## config.mk

```make
export PLATFORM = sky130hd
export DESIGN_NAME = stopwatch_ctrl_flat
export DESIGN_NICKNAME = d
export VERILOG_FILES = /design/src/rtl/stopwatch_ctrl_if.sv /design/src/rtl/stopwatch_ctrl.sv /design/src/flat_wrapper.sv
export SDC_FILE = /design/constraint.sdc
export NUM_CORES = 1
export LEC_CHECK = 0
export BUFFER_PORTS_ARGS = -buffer_cell sky130_fd_sc_hd__buf_2
export CAP_MARGIN = 0
export CORE_MARGIN = 2
export CORE_UTILIZATION = 60
export CTS_CLUSTER_SIZE = 16
export DETAILED_ROUTE_END_ITERATION = 10
export PLACE_DENSITY = 0.87
export SLEW_MARGIN = 20
export SYNTH_ARGS = -nofsm -noshare
export SYNTH_HDL_FRONTEND = slang
export SYNTH_SLANG_ARGS = --single-unit
```

## constraint.sdc

```tcl
create_clock -name clock -period 7.1 [get_ports clock]
set_input_delay 0.71 -clock clock [delete_from_list [all_inputs] [get_ports clock]]
set_output_delay 0.71 -clock clock [all_outputs]
set_load 0.005 [all_outputs]
```

## src/rtl/stopwatch_ctrl_if.sv

```systemverilog
// Button inputs and datapath control outputs of the stopwatch sequencer.
// master = button/board side, slave = the controller.
interface stopwatch_ctrl_if;
  logic       start;
  logic       stop;
  logic       inc;
  logic       run;
  logic       incr;
  logic       clear;
  logic [1:0] state;

  modport master (output start, stop, inc, input run, incr, clear, state);
  modport slave  (input start, stop, inc, output run, incr, clear, state);
endinterface

```

## src/rtl/stopwatch_ctrl.sv

```systemverilog
// Stopwatch sequencer: synchronise and debounce buttons, run IDLE/RUNNING/PAUSED,
// and generate the centisecond time base for the counter datapath.
module stopwatch_ctrl #(
  parameter int CLK_HZ          = 100_000_000,
  parameter int TICK_HZ         = 100,
  parameter int DEBOUNCE_CYCLES = 1_000_000
) (
  input  logic             clock,
  input  logic             reset,
  stopwatch_ctrl_if.slave  bus
);

  localparam int DIV = CLK_HZ / TICK_HZ;
  localparam int PW  = $clog2(DIV);
  localparam int CW  = $clog2(DEBOUNCE_CYCLES + 1);

  generate
    if (DIV < 2) begin : g_bad_div
      $error("stopwatch_ctrl: CLK_HZ/TICK_HZ must be at least 2");
    end
    if (DEBOUNCE_CYCLES < 1) begin : g_bad_deb
      $error("stopwatch_ctrl: DEBOUNCE_CYCLES must be at least 1");
    end
  endgenerate

  typedef enum logic [1:0] {
    IDLE    = 2'b00,
    RUNNING = 2'b01,
    PAUSED  = 2'b10
  } state_t;

  // Bit 0 start, bit 1 stop, bit 2 inc
  logic [2:0]    btn;
  logic [2:0]    sync_p0, sync_p1;
  logic [2:0]    lvl_p2, lvl_d_p3, press_p3;
  logic [CW-1:0] cnt_p2 [3];

  assign btn = {bus.inc, bus.stop, bus.start};

  // Stages p0/p1: two-flop synchroniser; p2: debounce; p3: rising-edge press pulse
  always_ff @(posedge clock or posedge reset) begin
    if (reset) begin
      sync_p0  <= '0;
      sync_p1  <= '0;
      lvl_p2   <= '0;
      lvl_d_p3 <= '0;
      press_p3 <= '0;
      for (int i = 0; i < 3; i++) cnt_p2[i] <= '0;
    end else begin
      sync_p0 <= btn;
      sync_p1 <= sync_p0;
      for (int i = 0; i < 3; i++) begin
        if (sync_p1[i] == lvl_p2[i]) begin
          cnt_p2[i] <= '0;
        end else if (cnt_p2[i] == CW'(DEBOUNCE_CYCLES - 1)) begin
          cnt_p2[i] <= '0;
          lvl_p2[i] <= sync_p1[i];
        end else begin
          cnt_p2[i] <= cnt_p2[i] + 1'b1;
        end
      end
      lvl_d_p3 <= lvl_p2;
      press_p3 <= lvl_p2 & ~lvl_d_p3;
    end
  end

  logic          p_start, p_stop, p_inc;
  logic          wrap;
  state_t        state_q, state_d;
  logic [PW-1:0] presc_q, presc_d;
  logic          run_q, run_d;
  logic          incr_q, incr_d;
  logic          clear_q, clear_d;

  assign p_start = press_p3[0];
  assign p_stop  = press_p3[1];
  assign p_inc   = press_p3[2];
  assign wrap    = (presc_q == PW'(DIV - 1));

  // Stage p4: FSM and prescaler; all outputs come straight from these flops
  always_ff @(posedge clock or posedge reset) begin
    if (reset) begin
      state_q <= IDLE;
      presc_q <= '0;
      run_q   <= 1'b0;
      incr_q  <= 1'b0;
      clear_q <= 1'b0;
    end else begin
      state_q <= state_d;
      presc_q <= presc_d;
      run_q   <= run_d;
      incr_q  <= incr_d;
      clear_q <= clear_d;
    end
  end

  always_comb begin
    state_d = state_q;
    presc_d = presc_q;
    incr_d  = 1'b0;
    clear_d = 1'b0;
    case (state_q)
      IDLE: begin
        if (p_start) begin
          state_d = RUNNING;
          presc_d = '0;
        end else if (p_inc) begin
          incr_d = 1'b1;
        end
      end
      RUNNING: begin
        // The tick is emitted even when a stop lands on the wrap cycle
        presc_d = wrap ? '0 : presc_q + 1'b1;
        incr_d  = wrap;
        if (p_stop) state_d = PAUSED;
      end
      PAUSED: begin
        if (p_stop) begin
          state_d = IDLE;
          clear_d = 1'b1;
          presc_d = '0;
        end else if (p_start) begin
          state_d = RUNNING;
        end else if (p_inc) begin
          incr_d = 1'b1;
        end
      end
      default: state_d = IDLE;
    endcase
    run_d = (state_d == RUNNING);
  end

  assign bus.run   = run_q;
  assign bus.incr  = incr_q;
  assign bus.clear = clear_q;
  assign bus.state = state_q;

endmodule
```

## src/flat_wrapper.sv

```systemverilog
// flat-port wrapper written by rule: the top's interface ports become plain ports
module stopwatch_ctrl_flat 
#(
  parameter int CLK_HZ          = 100_000_000,
  parameter int TICK_HZ         = 100,
  parameter int DEBOUNCE_CYCLES = 1_000_000
)
  (clock, reset, bus_start, bus_stop, bus_inc, bus_run, bus_incr, bus_clear, bus_state);
  stopwatch_ctrl_if bus_i ();
  input  logic clock;
  input  logic reset;
  input wire logic [$bits(bus_i.start)-1:0] bus_start;
  input wire logic [$bits(bus_i.stop)-1:0] bus_stop;
  input wire logic [$bits(bus_i.inc)-1:0] bus_inc;
  output wire logic [$bits(bus_i.run)-1:0] bus_run;
  output wire logic [$bits(bus_i.incr)-1:0] bus_incr;
  output wire logic [$bits(bus_i.clear)-1:0] bus_clear;
  output wire logic [$bits(bus_i.state)-1:0] bus_state;
  assign bus_i.start = bus_start;
  assign bus_i.stop = bus_stop;
  assign bus_i.inc = bus_inc;
  assign bus_run = bus_i.run;
  assign bus_incr = bus_i.incr;
  assign bus_clear = bus_i.clear;
  assign bus_state = bus_i.state;
  stopwatch_ctrl #(.CLK_HZ(CLK_HZ), .TICK_HZ(TICK_HZ), .DEBOUNCE_CYCLES(DEBOUNCE_CYCLES)) u_core (.clock(clock), .reset(reset), .bus(bus_i));
endmodule
```

==> results.py, run 1 <==
metrics = {
    "outcome": {
        "status": "complete, no violations",
    },
    "global_routing": {
        "grt_max_degree": 90,
        "antenna_found_initial": 0,
        "grt_pass1_vias": 3685,
        "grt_usage_pct": 23.1,
        "grt_pass1_wl_um": 16100,
        "overflow": 0,
    },
    "setup_path": {
        "arrival_ns": 2.58,
        "critPathLaunchType": "flop",
        "worst-path-max-fanout": 13,
        "worstSetupPathType": "reg2reg",
        "end_kind": "flop",
        "crit_required_ns": 7.36,
        "reg2regPathDepth": 5,
    },
    "die": {
        "start_util_pct": 62.2,
        "rows": 32,
        "dieArea_sq_um": 8740,
        "fp.dieH_um": 93.5,
        "coreArea_sq_um": 7730,
        "io_pins": 10,
        "die_w_um": 93.5,
    },
    "logic_synthesis": {
        "yosys.area.top_type": "dfrtp_1",
        "ys_ff_latch": 100,
        "netlist_area_sq_um": 4800,
        "yosysUniqueCellTypes": 52,
        "ys_seq_area_share_pct": 52.1,
        "synth.net_count": 492,
        "synth.area.top_cells": "dfrtp_1 52%, xnor2_1 4.2%, nor2_1 3.8%",
        "synth_top_area_share_pct": 52.1,
        "postSynth.asyncResetShare_pct": 100,
        "netlist_instances": 483,
        "synth-edff-count": 0,
        "syn_avg_cell_area_sq_um": 9.95,
        "ys_warn_count": 0,
        "synth-main-ff-cell": "dfrtp_1",
    },
    "sta": {
        "fin_ws_ns": 4.78,
        "layout_min_cycle_time_ns": 2.32,
        "maxSlewViolCount": 0,
        "hold_viol_final": 0,
        "tns_ns": 0,
        "skew_ns": 0.0145,
        "max_slew.worst_pin.slew_ns": 0.942,
        "period_share_pct": 32.7,
        "hold-worst-slack_ns": 0.225,
        "max_freq_mhz": 430,
        "slew_headroom_pct": 37.0,
        "setup_viol_count_final": 0,
        "rsz0062_at_grt": "false",
    },
    "cts": {
        "cts_tree": "done",
        "clock_sinks": 100,
        "cts_resized": 0,
        "cts_setup_buffers": 0,
        "cts.path.max_buffers": 2,
        "hold_buffers": 0,
        "cts_max_level": 3,
        "path_clk_slew_ns": 0.10,
        "clock-root-buffer": "clkbuf_8",
        "cts_buffers": 9,
        "clock_latency_ns": 0.37,
    },
    "detailed_routing": {
        "drt_iter0_markers": 175,
        "wirelength_um": 9120,
        "drc": 0,
        "drt_pass1_iterations": 4,
        "viasPerCell": 6.17,
        "vias": 3670,
        "avgRoutedWirePerCell_um": 15.3,
        "ant_nets": 0,
    },
    "layout": {
        "diodes": 0,
        "syn_to_final_growth_pct": 6.77,
        "drive_gt1_share_pct": 7.91,
        "fin_nets": 499,
        "final_area_sq_um": 5130,
        "fin_cells": 595,
    },
    "placed_design": {
        "postPlaceCellArea_sq_um": 4940,
        "place_ws_ns": 4.77,
        "gp_congestion": 0.852,
        "place.detailed.hpwl_um": 6190,
        "placedCellCount": 581,
        "port_buffers": 9,
    },
    "power_and_ir_drop": {
        "irDropWorstVdd_v": 0.000122,
        "p_leak_uw": 0.00215,
        "power_density_nw_per_um2": 185,
    },
    "flow_run": {
        "drv_cap": 0,
    },
    "hold_path": {
        "hp-class": "in2async",
    },
}
-- metrics by stage --
stage	total power, uW	utilization (%)
3_5_place_dp	620	64.0
4_1_cts	957	66.3
6_report	949	66.4
5_1_grt	985	66.4
3_3_place_gp	618	64.0
2_1_floorplan	611	-
-- flip-flops by register name, indices dropped and copies added, names as in the netlist --
| register | cells |
|---|---|
| u_core.presc_q | 20 |
| u_core.bus.run | 1 |
| u_core.lvl_d_p3 | 3 |
| u_core.bus.state | 2 |
| u_core.lvl_p2 | 3 |
| u_core.press_p3 | 3 |
| u_core.bus.incr | 1 |
| u_core.sync_p1 | 3 |
| u_core.cnt_p2 | 60 |
| u_core.bus.clear | 1 |
| u_core.sync_p0 | 3 |
-- cells by family (layout without fill, tap and decap cells) --
logic type | count (synthesis) | count (layout) | synth area share, %
compound gates | 90 | 90 | 11.8
buf+inv | 28 | 38 | 2.37
fa+ha+maj | 4 | 4 | 1.04
flops | 100 | 100 | 52.1
xor+xnor | 43 | 43 | 7.84
mux | 3 | 3 | 0.703
simple gates | 215 | 215 | 24.1
-- cell usage after synthesis (2+ instances only) --
| cell type | count |
|---|---|
| a211oi_1 | 2 |
| a21o_1 | 2 |
| a21oi_1 | 26 |
| a22oi_1 | 8 |
| and2_1 | 6 |
| and3_1 | 9 |
| and4_1 | 5 |
| buf_2 | 3 |
| clkbuf_1 | 11 |
| dfrtp_1 | 100 |
| ha_1 | 4 |
| inv_1 | 12 |
| mux2_2 | 3 |
| nand2_1 | 31 |
| nand3_1 | 29 |
| nand3b_1 | 2 |
| nand4_1 | 20 |
| nand4b_1 | 2 |
| nor2_1 | 48 |
| nor2b_1 | 3 |
| nor3_1 | 9 |
| nor4_1 | 11 |
| nor4b_1 | 4 |
| o21ai_0 | 28 |
| o22ai_1 | 2 |
| o2bb2a_1 | 2 |
| o31ai_1 | 8 |
| or3_1 | 18 |
| or3_2 | 2 |
| or4_1 | 10 |
| xnor2_1 | 23 |
| xor2_1 | 20 |
-- cells in the final DEF (no fill, tap or decap), types with 2 or more instances in the layout --
cell type	Yosys	final
a21oi_1	26	26
a21o_1	2	2
ha_1	4	4
o2bb2a_1	2	2
or3_2	2	2
a211oi_1	2	2
nand4b_1	2	2
mux2_2	3	3
or3_1	18	18
and4_1	5	5
o31ai_1	8	6
clkinv_2	0	2
dfrtp_1	100	100
and2_1	6	6
nor2_1	48	48
o31ai_2	0	2
o22ai_1	2	2
nand2_1	31	31
or4_1	10	10
buf_2	3	9
nand3_1	29	29
and3_1	9	9
clkinvlp_4	0	2
o21ai_0	28	28
nand4_1	20	20
nor2b_1	3	3
nor4b_1	4	4
a22oi_1	8	8
nand3b_1	2	2
inv_1	12	11
clkbuf_8	0	9
nor3_1	9	9
xnor2_1	23	23
nor4_1	11	11
buf_4	1	2
xor2_1	20	20
-- cell type report --
class,instances,area [sq um]
fillers,620,2600
flip-flops and latches,100,2500
multi-input cells,355,2200
well taps,102,128
clock buffers,9,124
repair buffers,12,71.3
clock inverters,5,55.1
inverters,12,47.5
-- worst paths after layout --
path	endpoint	start	slack, ns
min in group clock	u_core.sync_p1[0]	u_core.sync_p0[0]	0.35
max in group asynchronous	u_core.cnt_p2[50]	reset	5.89
hold reg to reg	u_core.sync_p1[0]	u_core.sync_p0[0]	0.35
hold / removal	u_core.cnt_p2[36]	reset	0.23
setup / recovery	u_core.cnt_p2[45]	u_core.cnt_p2[56]	4.78
setup reg to reg	u_core.cnt_p2[45]	u_core.cnt_p2[56]	4.78
-- per-layer routing --
layer | up-vias | track usage (%) | routed length [um]
met1 | 1813 | 28.9 | 3990
met4 | 0 | 10.7 | 170
li1 | 1777 | - | -
met3 | 18 | 4.59 | 300
met2 | 62 | 38.9 | 4670
met5 | - | 0 | 0
-- critical path, cell delays in order, from the launching register on --
cell and delay (ns):
dfrtp_1 0.41, nand3_1 0.13, or4b_2 0.69, o31ai_2 0.61, buf_4 0.30, nor2_1 0.07
-- power breakdown --
part | leakage (uW) | switching, uW | internal (uW)
Combinational | 0.000688 | 20.0 | 7.23
Clock | 0.0000870 | 183 | 158
Sequential | 0.00138 | 5.41 | 575
Total | 0.00215 | 209 | 740
Power figures use the tool's default switching activity.
==> run 2: changes to the inputs <==
ABC_AREA = 1   (was default)
clock period = 2.45 ns   (was 7.1 ns; I/O delays follow)
==> run 2 against run 1 <==
  * Combinational power rose to 3.5 times the previous value
  * Wire length rose by 11%
  * Clock-buffer cell count rose by 1
  * Highest routed layer unchanged
  * Clock power rose to 3.0 times the previous value
  * Synthesized cell count rose by 37%
  * Register-to-register slack got worse by 4.0 ns
  * Global-route usage barely moved
  * Largest power group unchanged
==> results.py, run 2 <==
metrics = {
    "sta": {
        "hold_viol_final": 0,
        "setup_viol_count_final": 0,
        "skew_ns": 0.0124,
        "max_slew.worst_pin.slew_ns": 0.725,
        "layout_min_cycle_time_ns": 1.65,
        "maxSlewViolCount": 0,
        "max_freq_mhz": 607,
        "rsz0062_at_grt": "false",
        "fin_ws_ns": 0.802,
        "tns_ns": 0,
        "slew_headroom_pct": 51.5,
        "period_share_pct": 67.3,
    },
    "layout": {
        "seqCellArea_sq_um": 2500,
        "diodes": 0,
        "multi_input_comb_area_sq_um": 2450,
        "fillCellCount": 656,
        "layout_common_cells": "151 x nor2_1, 121 x nand2_1, 100 x dfrtp_1",
        "syn_to_final_growth_pct": 8.36,
        "largest_reg_flops": 60,
        "fin_nets": 696,
        "drive_gt1_share_pct": 13.7,
        "mostFrequentLayoutCell": "nor2_1",
        "reg_top3": "u_core.cnt_p2: 60 flops, u_core.presc_q: 20 flops",
        "largest_register": "u_core.cnt_p2",
    },
    "die": {
        "coreArea_sq_um": 8640,
        "fp.dieH_um": 97.7,
        "start_util_pct": 61.0,
        "io_pins": 10,
        "dieArea_sq_um": 9550,
        "rows": 34,
        "die_w_um": 97.7,
    },
    "cts": {
        "cts_setup_buffers": 0,
        "cts_tree": "done",
        "path_clk_slew_ns": 0.10,
        "clock-root-buffer": "clkbuf_8",
        "clock_latency_ns": 0.38,
        "cts_buffers": 9,
        "cts_max_level": 3,
        "cts.path.max_buffers": 2,
        "clock_sinks": 100,
        "cts_resized": 0,
    },
    "power_and_ir_drop": {
        "power_density_nw_per_um2": 489,
        "pwr-share-clk_pct": 36.5,
        "p_sw_uw": 682,
        "irDropWorstVdd_v": 0.000370,
        "combPwrFrac_pct": 3.4,
        "sw_frac_of_total_pct": 24.4,
        "p_int_uw": 2110,
        "p_leak_uw": 0.00249,
        "pwr-share-seq_pct": 60.1,
    },
    "hold_path": {
        "min_from": "u_core.sync_p0[1]",
        "hold_path_end": "u_core.sync_p1[1]",
        "hp-class": "reg2reg",
        "min_path_cells": 0,
    },
    "logic_synthesis": {
        "yosysUniqueCellTypes": 30,
        "synth.net_count": 672,
        "ys_ff_latch": 100,
        "ys_warn_count": 0,
        "yosys.area.top_type": "dfrtp_1",
        "ys_seq_area_share_pct": 47.5,
        "netlist_area_sq_um": 5270,
        "synth-edff-count": 0,
        "synth-main-ff-cell": "dfrtp_1",
        "syn_avg_cell_area_sq_um": 7.95,
        "synth_top_area_share_pct": 47.5,
        "postSynth.asyncResetShare_pct": 100,
        "synth.area.top_cells": "dfrtp_1 47%, nor2_1 11%, nand2_1 8.6%",
        "synth.most_common_cell": "nor2_1",
        "netlist_instances": 663,
        "netlist_top_cells_count": "151 x nor2_1, 121 x nand2_1, 100 x dfrtp_1, 65 x inv_1, 40 x nand3_1",
    },
    "global_routing": {
        "antenna_found_initial": 0,
        "grt_max_degree": 40,
        "grt_usage_pct": 23.1,
        "grt_pass1_vias": 4225,
        "overflow": 0,
        "grt_pass1_wl_um": 18200,
    },
    "detailed_routing": {
        "viasPerCell": 5.39,
        "avgRoutedWirePerCell_um": 12.7,
        "vias": 4312,
        "ant_nets": 0,
        "wirelength_um": 10200,
        "drt_iter0_markers": 187,
        "drc": 0,
        "drt_pass1_iterations": 5,
    },
    "setup_path": {
        "crit_required_ns": 2.71,
        "arrival_ns": 1.91,
        "worstSetupPathType": "reg2reg",
        "reg2reg_to": "u_core.presc_q[4]",
        "end_kind": "flop",
        "reg2regPathDepth": 8,
        "rrSetupSlack_ns": 0.80,
        "worst-path-max-fanout": 6,
        "critPathLaunchType": "flop",
        "rr_startpoint": "u_core.presc_q[1]",
    },
    "placed_design": {
        "port_buffers": 9,
        "gp_congestion": 0.900,
        "place.detailed.hpwl_um": 7400,
        "place_ws_ns": 0.849,
    },
    "flow_run": {
        "drv_cap": 0,
    },
    "outcome": {
        "status": "complete, no violations",
    },
}
run 2: critical path, stage by stage, from the launching register on:
cell	delay (ns)
dfrtp_1	0.39
ha_1	0.21
nand3_2	0.14
nor2_2	0.24
nand3_1	0.17
nand2_2	0.13
nand2_4	0.08
inv_2	0.11
nor2_1	0.06
run 2: cell type report:
class / instances / area share (%)
Clock buffer: 10 / 2.41
Clock inverter: 6 / 0.898
Inverter: 82 / 5.46
Multi-Input combinational cell: 479 / 42.9
Sequential cell: 100 / 43.8
Tap cell: 108 / 2.37
Timing Repair Buffer: 15 / 2.19
run 2: logic make-up after synthesis:
| logic type | after synthesis | share of synthesized area [%] |
|---|---|---|
| buffers and inverters | 84 | 6.08 |
| xor gates and xnor gates | 36 | 6.13 |
| AOI/OAI and AO/OA | 30 | 3.09 |
| adders and majority gates | 4 | 0.950 |
| DFF | 100 | 47.5 |
| and+or+nand+nor | 409 | 36.3 |
run 2: worst max path at each step:
stage                                 start                end  cells past startpoint
after floorplan                       reset   u_core.bus.clear                      1
after global placement    u_core.presc_q[1]  u_core.presc_q[4]                      8
after detailed placement  u_core.presc_q[1]  u_core.presc_q[6]                      8
after CTS                 u_core.presc_q[1]  u_core.presc_q[4]                      8
after global routing      u_core.presc_q[1]  u_core.presc_q[6]                      8
final                     u_core.presc_q[1]  u_core.presc_q[4]                      8
run 2: layer usage:
layer,global-route usage (%),share of wire [%]
met5,0,0
met1,29.5,43
met4,8.01,1.9
met2,38.9,50
met3,5.76,4.8
run 2: what timing repair did:
item,4_1_cts,5_1_grt
hold endpoints to repair,28,0
hold buffers,4,0
endpoints found under the setup margin,0,0
run 2: per-stage QoR:
stage / power [uW] / utilization (%) / cells / hold WS (ns) / cell area (sq um)
after floorplan: 1770 / - / 663 / 0.276 / 5270
after global placement: 1800 / 63.5 / 780 / 0.334 / 5480
after detailed placement: 1800 / 63.5 / 780 / 0.337 / 5480
after CTS: 2840 / 66.1 / 800 / 0.361 / 5710
after global routing: 2900 / 66.1 / 800 / 0.367 / 5710
final: 2790 / 66.1 / 800 / 0.357 / 5710
run 2: power by group through the flow:
stage	Sequential [uW]	Clock, uW	Combinational (uW)
3_5_place_dp	1710	0	92.7
5_1_grt	1680	1110	111
3_3_place_gp	1710	0	90.8
6_report	1680	1020	94.2
2_1_floorplan	1710	0	62.8
4_1_cts	1680	1060	98.6
